<file path="src/rtl/powlib_pipe_rx_if.sv">
// Bundle of the upstream credit/pipe signals and the downstream ready/valid
// stream for powlib_pipe_rx. The slave side is the receiver itself; the
// master side is whatever drives the pipe and consumes the stream.
interface powlib_pipe_rx_if #(
   parameter int W = 8
);
   logic         rdy;     // credit available, upstream may launch
   logic         launch;  // upstream launched a word into the pipe
   logic [W-1:0] d;       // pipe output data
   logic         vld;     // pipe output valid
   logic [W-1:0] q;       // head-of-buffer data
   logic         qvld;    // q holds a valid word
   logic         qrdy;    // downstream accepts q
   logic         err;     // sticky protocol-violation flag

   modport master (
      input  rdy, q, qvld, err,
      output launch, d, vld, qrdy
   );

   modport slave (
      output rdy, q, qvld, err,
      input  launch, d, vld, qrdy
   );
endinterface

</file>
<file path="src/rtl/powlib_pipe_rx.sv">
// Receive-side terminator for a valid-only fixed-latency pipe.
// Hands out D launch credits, catches every in-flight word in a D-entry
// circular buffer and re-presents it as a first-word-fall-through
// ready/valid stream. A credit returns only when the consumer pops a word,
// so stored plus in-flight words can never exceed D.
module powlib_pipe_rx #(
   parameter int W = 8,
   parameter int S = 8,
   parameter int D = S + 2
) (
   input  logic            clk,
   input  logic            rst,
   powlib_pipe_rx_if.slave bus
);

   localparam int CW = $clog2(D + 1);
   localparam int PW = (D > 1) ? $clog2(D) : 1;
   localparam logic [CW-1:0] D_CNT  = CW'(D);
   localparam logic [PW-1:0] P_LAST = PW'(D - 1);

   if (D < 1 || S < 0) begin : g_bad_params
      $error("powlib_pipe_rx: D must be at least 1 and S non-negative");
   end

   logic [CW-1:0] cr_q, cr_d;
   logic [CW-1:0] occ_q, occ_d;
   logic [PW-1:0] wr_ptr_q, wr_ptr_d;
   logic [PW-1:0] rd_ptr_q, rd_ptr_d;
   logic [PW-1:0] rd_ptr_nx_s;
   logic [W-1:0]  q_q, q_d;
   logic          err_q, err_d;
   logic [W-1:0]  mem_q [D];

   logic rdy_s, take_s, pop_s, wr_s, full_s, qvld_s;

   // Pointer increment that wraps at D, which need not be a power of two.
   function automatic logic [PW-1:0] ptr_inc(input logic [PW-1:0] p);
      return (p == P_LAST) ? {PW{1'b0}} : p + PW'(1);
   endfunction

   // Handshake decode plus next-state for credits, occupancy, pointers, head and err.
   always_comb begin
      rdy_s       = (cr_q != {CW{1'b0}}) & ~rst;
      take_s      = bus.launch & rdy_s;
      qvld_s      = (occ_q != {CW{1'b0}});
      pop_s       = qvld_s & bus.qrdy;
      full_s      = (occ_q == D_CNT);
      // A full buffer still accepts a word when the head leaves this cycle.
      wr_s        = bus.vld & (~full_s | pop_s);
      rd_ptr_nx_s = ptr_inc(rd_ptr_q);

      cr_d = cr_q;
      if (take_s && !pop_s) begin
         cr_d = cr_q - CW'(1);
      end else if (pop_s && !take_s && (cr_q != D_CNT)) begin
         // Clamped so a misbehaving upstream cannot push credits past D.
         cr_d = cr_q + CW'(1);
      end else begin
         cr_d = cr_q;
      end

      occ_d = occ_q;
      if (wr_s && !pop_s) begin
         occ_d = occ_q + CW'(1);
      end else if (pop_s && !wr_s) begin
         occ_d = occ_q - CW'(1);
      end else begin
         occ_d = occ_q;
      end

      wr_ptr_d = wr_s  ? ptr_inc(wr_ptr_q) : wr_ptr_q;
      rd_ptr_d = pop_s ? rd_ptr_nx_s       : rd_ptr_q;

      // Registered head: next stored word on a pop, the incoming word when
      // it becomes the head, otherwise hold the last value.
      q_d = q_q;
      if (pop_s && (occ_q > CW'(1))) begin
         q_d = mem_q[rd_ptr_nx_s];
      end else if (wr_s && (!qvld_s || pop_s)) begin
         q_d = bus.d;
      end else begin
         q_d = q_q;
      end

      err_d = err_q
            | (bus.launch & ~rdy_s)
            | (bus.vld & full_s & ~pop_s);
   end

   // Control and head registers with synchronous reset.
   always_ff @(posedge clk) begin
      if (rst) begin
         cr_q     <= D_CNT;
         occ_q    <= {CW{1'b0}};
         wr_ptr_q <= {PW{1'b0}};
         rd_ptr_q <= {PW{1'b0}};
         q_q      <= {W{1'b0}};
         err_q    <= 1'b0;
      end else begin
         cr_q     <= cr_d;
         occ_q    <= occ_d;
         wr_ptr_q <= wr_ptr_d;
         rd_ptr_q <= rd_ptr_d;
         q_q      <= q_d;
         err_q    <= err_d;
      end
   end

   // Storage array; contents are don't-care until written.
   always_ff @(posedge clk) begin
      if (wr_s && !rst) begin
         mem_q[wr_ptr_q] <= bus.d;
      end
   end

   assign bus.rdy  = rdy_s;
   assign bus.qvld = qvld_s;
   assign bus.q    = q_q;
   assign bus.err  = err_q;

endmodule

</file>
<file path="src/flat_wrapper.sv">
// flat-port wrapper written by rule: the top's interface ports become plain ports
module powlib_pipe_rx_flat 
#(
   parameter int W = 8,
   parameter int S = 8,
   parameter int D = S + 2
)
  (clk, rst, bus_rdy, bus_q, bus_qvld, bus_err, bus_launch, bus_d, bus_vld, bus_qrdy);
  powlib_pipe_rx_if #(.W(W)) bus_i ();
  input  logic clk;
  input  logic rst;
  output wire logic [$bits(bus_i.rdy)-1:0] bus_rdy;
  output wire logic [$bits(bus_i.q)-1:0] bus_q;
  output wire logic [$bits(bus_i.qvld)-1:0] bus_qvld;
  output wire logic [$bits(bus_i.err)-1:0] bus_err;
  input wire logic [$bits(bus_i.launch)-1:0] bus_launch;
  input wire logic [$bits(bus_i.d)-1:0] bus_d;
  input wire logic [$bits(bus_i.vld)-1:0] bus_vld;
  input wire logic [$bits(bus_i.qrdy)-1:0] bus_qrdy;
  assign bus_rdy = bus_i.rdy;
  assign bus_q = bus_i.q;
  assign bus_qvld = bus_i.qvld;
  assign bus_err = bus_i.err;
  assign bus_i.launch = bus_launch;
  assign bus_i.d = bus_d;
  assign bus_i.vld = bus_vld;
  assign bus_i.qrdy = bus_qrdy;
  powlib_pipe_rx #(.W(W), .S(S), .D(D)) u_core (.clk(clk), .rst(rst), .bus(bus_i));
endmodule
</file>
<file path="config.mk">
export PLATFORM = sky130hd
export DESIGN_NAME = powlib_pipe_rx_flat
export DESIGN_NICKNAME = d
export VERILOG_FILES = /design/src/rtl/powlib_pipe_rx_if.sv /design/src/rtl/powlib_pipe_rx.sv /design/src/flat_wrapper.sv
export SDC_FILE = /design/constraint.sdc
export NUM_CORES = 1
export LEC_CHECK = 0
export CORE_MARGIN = 5
export CORE_UTILIZATION = 50
export CTS_CLUSTER_SIZE = 16
export DETAILED_ROUTE_END_ITERATION = 10
export GPL_TIMING_DRIVEN = 1
export PLACE_DENSITY = 0.76
export REMOVE_ABC_BUFFERS = 1
export SLEW_MARGIN = 20
export SYNTH_ARGS = -nofsm -noshare
export SYNTH_HDL_FRONTEND = slang
export SYNTH_SLANG_ARGS = --single-unit
export TNS_END_PERCENT = 10
</file>
<file path="constraint.sdc">
create_clock -name clk -period 6.58 [get_ports clk]
set_clock_uncertainty 0.2 [all_clocks]
set_input_delay 1.316 -clock clk [delete_from_list [all_inputs] [get_ports clk]]
set_output_delay 1.316 -clock clk [all_outputs]
set_load 0.01 [all_outputs]
</file>
==> results_tabular.tex, run 1 <==
\begin{tabular}{lr}
\hline
Metric & Value \\
\hline
\multicolumn{2}{l}{\textbf{Clock tree}} \\
\quad Clock buffer depth & 2 \\
\quad Latest clock arrival within the worst-skew pair & approximately 0.36 ns \\
\quad Number of clock buffers inserted by TritonCTS & 9 \\
\quad Depth of the CTS H-tree & 3 \\
\quad Clock root buffer & clkbuf\_8 \\
\quad Hold bufs inserted after CTS & 0 \\
\quad Quantity of gates resized following cts & 0 \\
\quad TritonCTS clock tree & done \\
\quad Setup fix buffers added after clock tree synthesis & 0 \\
\quad TritonCTS Sinks & roughly 110 \\
\quad Clock transition time at the flip-flop clock pins of the worst setup and hold paths & approximately 0.10 ns \\
\multicolumn{2}{l}{\textbf{Timing}} \\
\quad Final worst-path cycle share & a little over three fifths \\
\quad Unrepaired setup endpoints after global routing & no \\
\quad Final hold viol count & 0 \\
\quad Headroom to the max-slew limit & $\sim$28\% \\
\quad Finish-stage setup viols & 0 \\
\quad Number of max-slew violations in the final report & 0 \\
\quad Time the final worst path needs with I/O delays and setup & just over 4 ns \\
\quad Tightest Pin Transition & 1.066 ns \\
\quad Fin Setup TNS & 0 ns \\
\quad Top achievable clock speed & approximately 240 MHz \\
\quad Setup slack after layout & between 2 and 2.5 ns \\
\multicolumn{2}{l}{\textbf{Worst setup path}} \\
\quad Critical Path Most Common Cell & clkdlybuf4s50\_1 \\
\quad Delay of the slowest cell on the worst path & 0.49 ns \\
\quad Crit path DAT & 2.63 ns \\
\quad Slowest stage cell, crit path & clkdlybuf4s50\_1 \\
\quad Critical Path End Type & output pin \\
\quad CP Data Required Time & about 5.1 ns \\
\quad Buf/Inv on CP & 3 \\
\quad R2R setup slack & about 3.5 ns \\
\quad Critical path peak fanout & 30 \\
\quad CP delay by family, top & buffers and inverters \\
\quad Critical path cell sequence & clkdlybuf4s50\_1 > buf\_4 > nor2b\_1 > clkdlybuf4s50\_1 \\
\quad Setup CP Type & input port to output pin \\
\quad Crit start category & input port \\
\multicolumn{2}{l}{\textbf{Cells and area}} \\
\quad Layout Cells excl Fill & 529 \\
\quad Area overhead of the layout relative to synthesis & 12.31\% \\
\quad Antenna cell count & 0 \\
\quad Share of cells above drive strength 1 & between 10\% and 20\% \\
\quad Filler cells & $\sim$740 \\
\quad Nets@finish & 434 \\
\quad Cell area after layout & approximately 5300 µm² \\
\multicolumn{2}{l}{\textbf{Run status}} \\
\quad Run status & finished, final reports clean \\
\multicolumn{2}{l}{\textbf{Detailed routing}} \\
\quad Number of iterations in the first detailed-routing pass & 5 \\
\quad Via count & 3158 \\
\quad Violation count after the first detailed-route iteration & 209 \\
\quad Routed via count divided by cell count & $\sim$6.0 \\
\quad Per-cell routed wire length & about 18 µm \\
\quad Final Routed Wirelength & a little under 10000 µm \\
\quad DRT antenna net count & 0 \\
\quad Number of design rule violations left after detail routing & 0 \\
\multicolumn{2}{l}{\textbf{Yosys}} \\
\quad Sequential fraction of the synthesis area & around 60\% \\
\quad YS warnings & 0 \\
\quad Most used flip-flop cell after synthesis & edfxtp\_1 \\
\quad Synth top area cells & edfxtp\_1 (51\%), dfxtp\_1 (11\%), mux2\_2 (2.9\%) \\
\quad Synthesized area per cell & between 10 and 15 µm² \\
\quad Mapped Area & roughly 4700 µm² \\
\quad Number of enable flip-flop cells after synthesis & 80 \\
\quad Share of Yosys cell area claimed by the top area cell type & 51.04\% \\
\quad Leading area contributor after synthesis & edfxtp\_1 \\
\quad Number of unique standard cell types used by synthesis & just over 50 \\
\quad Share of flip-flops with an asynchronous set or reset & 0\% \\
\quad Gate count of the mapped netlist & about 390 \\
\quad Flops \& latches, synth & $\sim$110 \\
\multicolumn{2}{l}{\textbf{Pwr}} \\
\quad Standby leakage power & 1.780 nW \\
\quad Overall power & around 1.9 mW \\
\quad Clk pwr share & a little under a quarter \\
\quad Sequential fraction of design power & 44.1\% \\
\quad Total power per unit cell area & between 300 and 400 nW/µm² \\
\quad NetSw & about 640 µW \\
\quad Switching part of the total & roughly a third \\
\quad Worst supply voltage drop on vdd & 188.9 µV \\
\quad Comb power frac & 32.8\% \\
\quad Internal power & around 1.2 mW \\
\multicolumn{2}{l}{\textbf{Global routing}} \\
\quad Overall Global Routing Usage & roughly 18\% \\
\quad Initial antenna violation count & 0 \\
\quad Vias in the first global route & 3032 \\
\quad Total congestion overflow after global routing & 0 \\
\quad Maximum number of pins on one net before global-route repair & between 40 and 50 \\
\quad Wire length of the first global-routing pass & $\sim$16000 µm \\
\multicolumn{2}{l}{\textbf{Floorplan}} \\
\quad Rows & 35 \\
\quad Overall die height & 107.0 µm \\
\quad Starting utilization of the core area & 51.18\% \\
\quad I/O pins & 24 \\
\quad Die width & about 110 µm \\
\quad Area of the die & 11450 µm² \\
\quad Core box area & 9196 µm² \\
\multicolumn{2}{l}{\textbf{Placed design}} \\
\quad Placer congestion estimate & 0.8218 \\
\quad Area of placed instances & 5047 µm² \\
\quad Cell Count Post-Placement & between 500 and 600 \\
\quad Worst setup timing slack at the placement stage & between 2 and 2.5 ns \\
\quad Number of buffers inserted by port buffering & 23 \\
\quad Placed wire-length estimate & 6654 µm \\
\multicolumn{2}{l}{\textbf{Job}} \\
\quad Number of violations of the max-capacitance limit & 0 \\
\multicolumn{2}{l}{\textbf{Worst hold path}} \\
\quad Hold Crit Class & flop to flop \\
\hline
\end{tabular}
==> cell usage in the layout, fill, tap and decap left out, types with 10 or more instances in the layout <==
cell type / netlist / final
nor2_1: 26 / 26
nand2b_1: 18 / 18
nand3_1: 11 / 11
inv_1: 13 / 13
mux2_2: 12 / 12
edfxtp_1: 80 / 80
clkdlybuf4s50_1: 0 / 23
nand2_1: 31 / 31
o21ai_0: 20 / 20
a21oi_1: 14 / 14
mux2i_1: 10 / 10
dfxtp_1: 25 / 25
nor3_1: 26 / 23
==> flip-flops by register name, summed over array words and instances, names as in the netlist <==
| register | count |
|---|---|
| u_core.rd_ptr_q | 4 |
| u_core.wr_ptr_q | 4 |
| u_core.bus.err | 1 |
| u_core.cr_q | 4 |
| u_core.mem_q | 80 |
| u_core.bus.q | 8 |
| u_core.occ_q | 4 |
==> through the flow <==
step                      hold slack [ns]  util [%]
final                              0.3003     57.48
after global routing               0.3276     57.48
after CTS                          0.3066     57.22
after detailed placement           0.2815     54.88
after global placement             0.2725     54.88
after floorplan                    0.2816         -
==> metal layers <==
metal	vias to the layer above	part of all wire [%]	global-route usage [%]
met1	1538	44	24.51
li1	1511	-	-
met4	0	1.4	5.571
met2	98	48	27.93
met5	-	0	0
met3	11	6.0	3.432
==> path summary, 6_finish.rpt <==
| path | startpoint | to | cells after the start |
|---|---|---|---|
| hold / removal | u_core.bus.err | u_core.bus.err | 1 |
| hold reg to reg | u_core.bus.err | u_core.bus.err | 1 |
| setup / recovery | rst | bus_rdy | 4 |
| setup reg to reg | u_core.rd_ptr_q[0] | u_core.bus.q[1] | 7 |
==> cell usage after synthesis (7+ instances only) <==
cell type   n
a211o_1     7
a21oi_1    14
clkbuf_1   12
dfxtp_1    25
edfxtp_1   80
ha_1        8
inv_1      13
mux2_2     12
mux2i_1    10
nand2_1    31
nand2b_1   18
nand3_1    11
nor2_1     26
nor2b_1     7
nor3_1     26
o21ai_0    20
==> worst reg2reg max path, delay by kind of cell (launching register included) <==
kind | cells | cell delay (ns)
adders and majority gates | 1 | 0.29
buffers and inverters | 1 | 0.39
DFF | 1 | 0.32
and+or+nand+nor | 3 | 1.24
AOI/OAI and AO/OA | 2 | 0.57
==> layout make-up <==
cell class,instances,area [µm²],area share [%]
Multi-Input combinational cell,256,1713,32.40
Timing Repair Buffer,28,267.8,5.065
Sequential cell,105,2903,54.91
Tap cell,111,138.9,2.627
Clock inverter,7,91.34,1.728
Clock buffer,9,123.9,2.343
Inverter,13,48.80,0.9231
==> logic make-up (layout without fill, tap and decap cells) <==
family / count (synthesis) / after routing / synth area share, %
and+or+nand+nor: 137 / 137 / 14.59
DFF: 105 / 105 / 61.67
AOI/OAI and AO/OA: 78 / 78 / 11.27
buffers and inverters: 32 / 57 / 2.578
muxes: 25 / 25 / 6.273
adders and majority gates: 8 / 8 / 2.127
xor gates and xnor gates: 8 / 8 / 1.488
==> power by group through the flow <==
stage / logic [mW] / registers, mW / clock network (mW)
after floorplan: 0.384 / 0.853 / 0
after global placement: 0.593 / 0.830 / 0
after detailed placement: 0.606 / 0.833 / 0
after CTS: 0.609 / 0.818 / 0.435
after global routing: 0.674 / 0.829 / 0.461
final: 0.609 / 0.818 / 0.428
Note: power is estimated with default switching activity, not from simulation.
==> run 2: changes to the inputs <==
PLACE_DENSITY = 0.79   (was 0.76)
clock period = 3.8 ns   (was 6.58 ns; I/O delays follow)
==> run 2 against run 1 <==
Compared with the run above: via count is 1.4% higher; worst hold slack worse by 0.0059 ns; global-route usage is 1.0 points higher; combinational power is 77% higher; first-iteration DRC count is 75% higher; clock power is 52% higher; register-to-register slack worse by 2.4 ns; highest routed layer unchanged.
==> results_tabular.tex, run 2 (same netlist as run 1, synthesis figures left out) <==
\begin{tabular}{lr}
\hline
Metric & Value \\
\hline
\multicolumn{2}{l}{\textbf{Run status}} \\
\quad Run status & finished, final reports clean \\
\multicolumn{2}{l}{\textbf{Global routing}} \\
\quad Maximum number of pins on one net before global-route repair & approximately 40 \\
\quad Wire length of the first global-routing pass & between 15000 and 20000 µm \\
\quad Total congestion overflow after global routing & 0 \\
\quad Vias in the first global route & between 3000 and 4000 \\
\quad Initial antenna violation count & 0 \\
\quad Overall Global Routing Usage & between 10\% and 20\% \\
\multicolumn{2}{l}{\textbf{Worst hold path}} \\
\quad End point of the most critical hold path & u\_core.bus.err \\
\quad Hold Crit Class & flop to flop \\
\quad Hold path start & u\_core.bus.err \\
\quad Worst hold path cell count & 1 \\
\multicolumn{2}{l}{\textbf{Clock tree}} \\
\quad Latest clock arrival within the worst-skew pair & 0.37 ns \\
\quad Number of clock buffers inserted by TritonCTS & 9 \\
\quad Clock buffer depth & 2 \\
\quad Quantity of gates resized following cts & 0 \\
\quad Hold bufs inserted after CTS & 0 \\
\quad Clock transition time at the flip-flop clock pins of the worst setup and hold paths & $\sim$0.10 ns \\
\quad Depth of the CTS H-tree & 3 \\
\quad Clock root buffer & clkbuf\_8 \\
\quad TritonCTS clock tree & done \\
\quad Setup fix buffers added after clock tree synthesis & 0 \\
\quad TritonCTS Sinks & about 110 \\
\multicolumn{2}{l}{\textbf{Worst setup path}} \\
\quad Crit path DAT & $\sim$2.1 ns \\
\quad R2R setup slack & roughly 1 ns \\
\quad R2R depth & 10 \\
\quad CP Data Required Time & $\sim$2.8 ns \\
\quad Crit start category & flop \\
\quad Terminus of the critical flop-to-flop path & u\_core.cr\_q[2] \\
\quad Critical Path End Type & output pin \\
\quad Setup CP Type & flop to output pin \\
\quad Critical path peak fanout & 6 \\
\quad Startpoint of the worst register-to-register path & u\_core.occ\_q[0] \\
\multicolumn{2}{l}{\textbf{Pwr}} \\
\quad Internal power & 2.047 mW \\
\quad Comb power frac & about 34\% \\
\quad Overall power & roughly 3.2 mW \\
\quad Worst supply voltage drop on vdd & between 300 and 400 µV \\
\quad NetSw & roughly 1.1 mW \\
\quad Switching part of the total & between 30\% and 40\% \\
\quad Sequential fraction of design power & 45.1\% \\
\quad Standby leakage power & around 1.8 nW \\
\quad Clk pwr share & between 20\% and 30\% \\
\quad Total power per unit cell area & between 500 and 600 nW/µm² \\
\multicolumn{2}{l}{\textbf{Timing}} \\
\quad Tightest Pin Transition & slightly above 0.7 ns \\
\quad Top achievable clock speed & about 330 MHz \\
\quad Finish-stage setup viols & 0 \\
\quad Fin Setup TNS & 0 ns \\
\quad Final hold viol count & 0 \\
\quad Final worst-path cycle share & around 80\% \\
\quad Headroom to the max-slew limit & a little over half \\
\quad Unrepaired setup endpoints after global routing & no \\
\quad Number of max-slew violations in the final report & 0 \\
\quad Time the final worst path needs with I/O delays and setup & 3.045 ns \\
\multicolumn{2}{l}{\textbf{Cells and area}} \\
\quad Area overhead of the layout relative to synthesis & 13.56\% \\
\quad Leading cell types in the layout, fill and taps excluded & edfxtp\_1 (80), nand2\_1 (31), nor3\_1 (26), nor2\_1 (26), dfxtp\_1 (25) \\
\quad Area of combinational cells with multiple inputs & about 1700 µm² \\
\quad Largest register by flop count & u\_core.mem\_q \\
\quad Area used by sequential logic in the layout & 2903 µm² \\
\quad Nets@finish & between 400 and 500 \\
\quad Share of cells above drive strength 1 & between 10 and 15\% \\
\quad Antenna cell count & 0 \\
\quad Filler cells & 714 \\
\quad Commonest non-fill, non-tap cell in the layout & edfxtp\_1 \\
\quad Number of flip-flops in the largest register & 80 \\
\multicolumn{2}{l}{\textbf{Detailed routing}} \\
\quad Number of design rule violations left after detail routing & 0 \\
\quad Routed via count divided by cell count & 5.886 \\
\quad Per-cell routed wire length & 18.55 µm \\
\quad DRT antenna net count & 0 \\
\quad Violation count after the first detailed-route iteration & around 370 \\
\quad Via count & roughly 3200 \\
\quad Number of iterations in the first detailed-routing pass & 5 \\
\quad Final Routed Wirelength & between 10000 and 15000 µm \\
\multicolumn{2}{l}{\textbf{Floorplan}} \\
\quad Core box area & about 9200 µm² \\
\quad Starting utilization of the core area & 51.18\% \\
\quad I/O pins & 24 \\
\quad Rows & 35 \\
\quad Area of the die & around 11000 µm² \\
\quad Overall die height & $\sim$110 µm \\
\quad Die width & approximately 110 µm \\
\multicolumn{2}{l}{\textbf{Placed design}} \\
\quad Placer congestion estimate & about 0.83 \\
\quad Placed wire-length estimate & 6525 µm \\
\quad Number of buffers inserted by port buffering & 23 \\
\multicolumn{2}{l}{\textbf{Job}} \\
\quad Number of violations of the max-capacitance limit & 0 \\
\hline
\end{tabular}
-- run 2: critical path, cell delays in order (launching register included) --
cell and delay (ns):
dfxtp_1 0.39, inv_1 0.11, ha_1 0.19, nor3b_1 0.40, inv_1 0.14, clkdlybuf4s50_1 0.50
-- run 2: routing by layer --
layer  share of wire [%]  routed length (µm)  vias to the layer above  global-route usage (%)
met5                   0                   0                        -                       0
met4                 2.1                 216                        0                   7.763
met1                  43                4302                     1544                   23.85
met3                 5.3                 533                       14                   2.830
li1                    -                   -                     1541                       -
met2                  50                5037                      103                   31.64
-- run 2: through the flow --
step | cell area [µm²] | worst slack, ns | hold slack, ns | cells | utilization, %
final | 5345 | 0.7546 | 0.2944 | 544 | 58.12
after global routing | 5345 | 0.5681 | 0.3240 | 544 | 58.12
after CTS | 5345 | 0.7452 | 0.3004 | 544 | 58.12
after detailed placement | 5160 | 0.5984 | 0.2761 | 528 | 56.11
after global placement | 5160 | 0.6664 | 0.2702 | 528 | 56.11
after floorplan | 4634 | 0.7323 | 0.2816 | 374 | -
-- run 2: worst max path at each step --
| stage | start | endpoint | cells after the start |
|---|---|---|---|
| floorplan | u_core.rd_ptr_q[0] | u_core.bus.q[0] | 6 |
| global placement | bus_qrdy | u_core.occ_q[3] | 9 |
| detailed placement | bus_qrdy | u_core.cr_q[2] | 9 |
| CTS | u_core.occ_q[0] | bus_qvld | 5 |
| global route | u_core.occ_q[0] | bus_qvld | 5 |
| finish | u_core.occ_q[0] | bus_qvld | 5 |
-- run 2: power by group through the flow --
stage | Sequential, mW | Clock [mW] | Combinational [mW]
after global routing | 1.44 | 0.711 | 1.20
final | 1.42 | 0.649 | 1.08
after CTS | 1.42 | 0.656 | 1.08
after detailed placement | 1.45 | 0 | 1.07
after floorplan | 1.48 | 0 | 0.665
after global placement | 1.44 | 0 | 1.03
-- run 2: cell type report --
class	count	area share, %
clock buffer	9	2.317
multi-input combinational	256	31.60
clock inverter	7	1.147
timing repair buffer	43	7.116
tap	111	2.598
sequential	105	54.31
inverter	13	0.9129
==> run 3: changes to the inputs <==
PLACE_DENSITY = 0.76   (was 0.79)
clock period = 3.1 ns   (was 3.8 ns; I/O delays follow)
==> run 3 against run 2 <==
Compared with the run above: largest cell class unchanged; global-route usage down 0.37 points; register-to-register slack lost 0.67 ns; critical endpoint unchanged; critical path depth did not move; clock-buffer cell count did not move.
==> results_tabular.tex, run 3 (same netlist as run 1, synthesis figures left out) <==
\begin{tabular}{lr}
\hline
Metric & Value \\
\hline
\multicolumn{2}{l}{\textbf{Cells and area}} \\
\quad Largest register by flop count & u\_core.mem\_q \\
\quad Leading cell types in the layout, fill and taps excluded & edfxtp\_1 (80), nand2\_1 (31), nor3\_1 (26), nor2\_1 (26), dfxtp\_1 (25) \\
\quad Number of flip-flops in the largest register & 80 \\
\quad Antenna cell count & 0 \\
\quad Cell area after layout & approximately 5400 µm² \\
\quad Area overhead of the layout relative to synthesis & 15.02\% \\
\quad Area of combinational cells with multiple inputs & $\sim$1700 µm² \\
\quad Filler cells & about 770 \\
\quad Commonest non-fill, non-tap cell in the layout & edfxtp\_1 \\
\quad Share of cells above drive strength 1 & 14.19\% \\
\quad Area used by sequential logic in the layout & 2903 µm² \\
\quad Nets@finish & about 450 \\
\multicolumn{2}{l}{\textbf{Detailed routing}} \\
\quad Routed via count divided by cell count & between 5 and 6 \\
\quad Violation count after the first detailed-route iteration & between 200 and 250 \\
\quad DRT antenna net count & 0 \\
\quad Final Routed Wirelength & roughly 9800 µm \\
\quad Number of iterations in the first detailed-routing pass & 5 \\
\quad Via count & between 3000 and 4000 \\
\quad Per-cell routed wire length & roughly 18 µm \\
\quad Number of design rule violations left after detail routing & 0 \\
\multicolumn{2}{l}{\textbf{Floorplan}} \\
\quad I/O pins & 24 \\
\quad Core box area & 9196 µm² \\
\quad Starting utilization of the core area & about half \\
\quad Rows & 35 \\
\quad Area of the die & 11450 µm² \\
\quad Die width & approximately 110 µm \\
\quad Overall die height & 107.0 µm \\
\multicolumn{2}{l}{\textbf{Global routing}} \\
\quad Maximum number of pins on one net before global-route repair & 39 \\
\quad Total congestion overflow after global routing & 0 \\
\quad Initial antenna violation count & 0 \\
\quad Overall Global Routing Usage & 18.30\% \\
\quad Vias in the first global route & 3171 \\
\quad Wire length of the first global-routing pass & $\sim$16000 µm \\
\multicolumn{2}{l}{\textbf{Timing}} \\
\quad Tightest Pin Transition & $\sim$0.70 ns \\
\quad Top achievable clock speed & 348.3 MHz \\
\quad Time the final worst path needs with I/O delays and setup & 2.871 ns \\
\quad Number of max-slew violations in the final report & 0 \\
\quad Final hold viol count & 0 \\
\quad Fin Setup TNS & 0 ns \\
\quad Unrepaired setup endpoints after global routing & no \\
\quad Finish-stage setup viols & 0 \\
\quad Final worst-path cycle share & between 90 and 100\% \\
\quad Headroom to the max-slew limit & between 50 and 60\% \\
\multicolumn{2}{l}{\textbf{Worst setup path}} \\
\quad Critical Path Most Common Cell & inv\_1 \\
\quad Crit path DAT & approximately 2.1 ns \\
\quad Critical Path End Type & output pin \\
\quad Delay of the slowest cell on the worst path & around 0.55 ns \\
\quad Setup CP Type & flop to output pin \\
\quad Slowest stage cell, crit path & clkdlybuf4s50\_1 \\
\quad Crit start category & flop \\
\quad Buf/Inv on CP & 3 \\
\quad Critical path cell sequence & inv\_1 > ha\_1 > nor3b\_2 > inv\_1 > clkdlybuf4s50\_1 \\
\quad CP Data Required Time & 2.28 ns \\
\quad Critical path peak fanout & 6 \\
\quad CP delay by family, top & buffers and inverters \\
\multicolumn{2}{l}{\textbf{Clock tree}} \\
\quad Setup fix buffers added after clock tree synthesis & 0 \\
\quad Number of clock buffers inserted by TritonCTS & 9 \\
\quad Latest clock arrival within the worst-skew pair & 0.37 ns \\
\quad Clock root buffer & clkbuf\_8 \\
\quad Clock transition time at the flip-flop clock pins of the worst setup and hold paths & between 0.1 and 0.15 ns \\
\quad Hold bufs inserted after CTS & 0 \\
\quad TritonCTS Sinks & 105 \\
\quad TritonCTS clock tree & done \\
\quad Clock buffer depth & 2 \\
\quad Depth of the CTS H-tree & 3 \\
\multicolumn{2}{l}{\textbf{Pwr}} \\
\quad Standby leakage power & $\sim$1.9 nW \\
\quad Total power per unit cell area & 724.9 nW/µm² \\
\quad Worst supply voltage drop on vdd & between 200 and 300 µV \\
\quad Overall power & approximately 3.9 mW \\
\multicolumn{2}{l}{\textbf{Placed design}} \\
\quad Placer congestion estimate & $\sim$0.91 \\
\quad Number of buffers inserted by port buffering & 23 \\
\quad Area of placed instances & 5202 µm² \\
\quad Placed wire-length estimate & $\sim$6700 µm \\
\multicolumn{2}{l}{\textbf{Worst hold path}} \\
\quad Hold Crit Class & flop to flop \\
\multicolumn{2}{l}{\textbf{Job}} \\
\quad Number of violations of the max-capacitance limit & 0 \\
\multicolumn{2}{l}{\textbf{Run status}} \\
\quad Run status & finished, final reports clean \\
\hline
\end{tabular}
-- run 3: layer usage --
layer / global-route usage (%) / vias to the layer above / share of wire (%)
li1: - / 1548 / -
met1: 23.98 / 1549 / 44
met2: 31.05 / 89 / 50
met3: 3.131 / 9 / 4.9
met4: 5.662 / 0 / 1.6
met5: 0 / - / 0
-- run 3: cell type report --
type | instances | area share (%)
inverters | 13 | 0.9013
multi-input cells | 256 | 31.29
flip-flops and latches | 105 | 53.62
clock buffers | 9 | 2.288
clock inverters | 7 | 1.525
well taps | 111 | 2.565
repair buffers | 47 | 7.811
-- run 3: worst paths after layout --
check	startpoint	to	slack, ns	cells after the start
worst max-delay path	u_core.occ_q[0]	bus_qvld	0.23	5
worst min-delay path	u_core.bus.err	u_core.bus.err	0.30	1
worst max register to register	u_core.occ_q[0]	u_core.cr_q[2]	0.36	10
worst min register to register	u_core.bus.err	u_core.bus.err	0.30	1
-- run 3: what timing repair did --
| item | CTS | global route |
|---|---|---|
| resized for setup | 0 | 1 |
| endpoints found under the hold margin | 0 | 0 |
| endpoints found under the setup margin | 0 | 1 |
-- run 3: report_power, final --
part | internal [mW] | total (mW) | switching, mW
registers | 1.63 | 1.74 | 0.115
logic | 0.601 | 1.34 | 0.738
clock network | 0.325 | 0.843 | 0.518
-- run 3: metrics by stage --
| step | setup WS [ns] | instances | hold slack [ns] | util, % |
|---|---|---|---|---|
| floorplan | 0.03233 | 374 | 0.2816 | - |
| detailed placement | 0.1554 | 532 | 0.2730 | 56.57 |
| global route | 0.1088 | 548 | 0.3340 | 58.87 |
| global placement | 0.2447 | 532 | 0.2695 | 56.57 |
| finish | 0.2288 | 548 | 0.2976 | 58.87 |
| CTS | 0.08463 | 548 | 0.3027 | 58.82 |
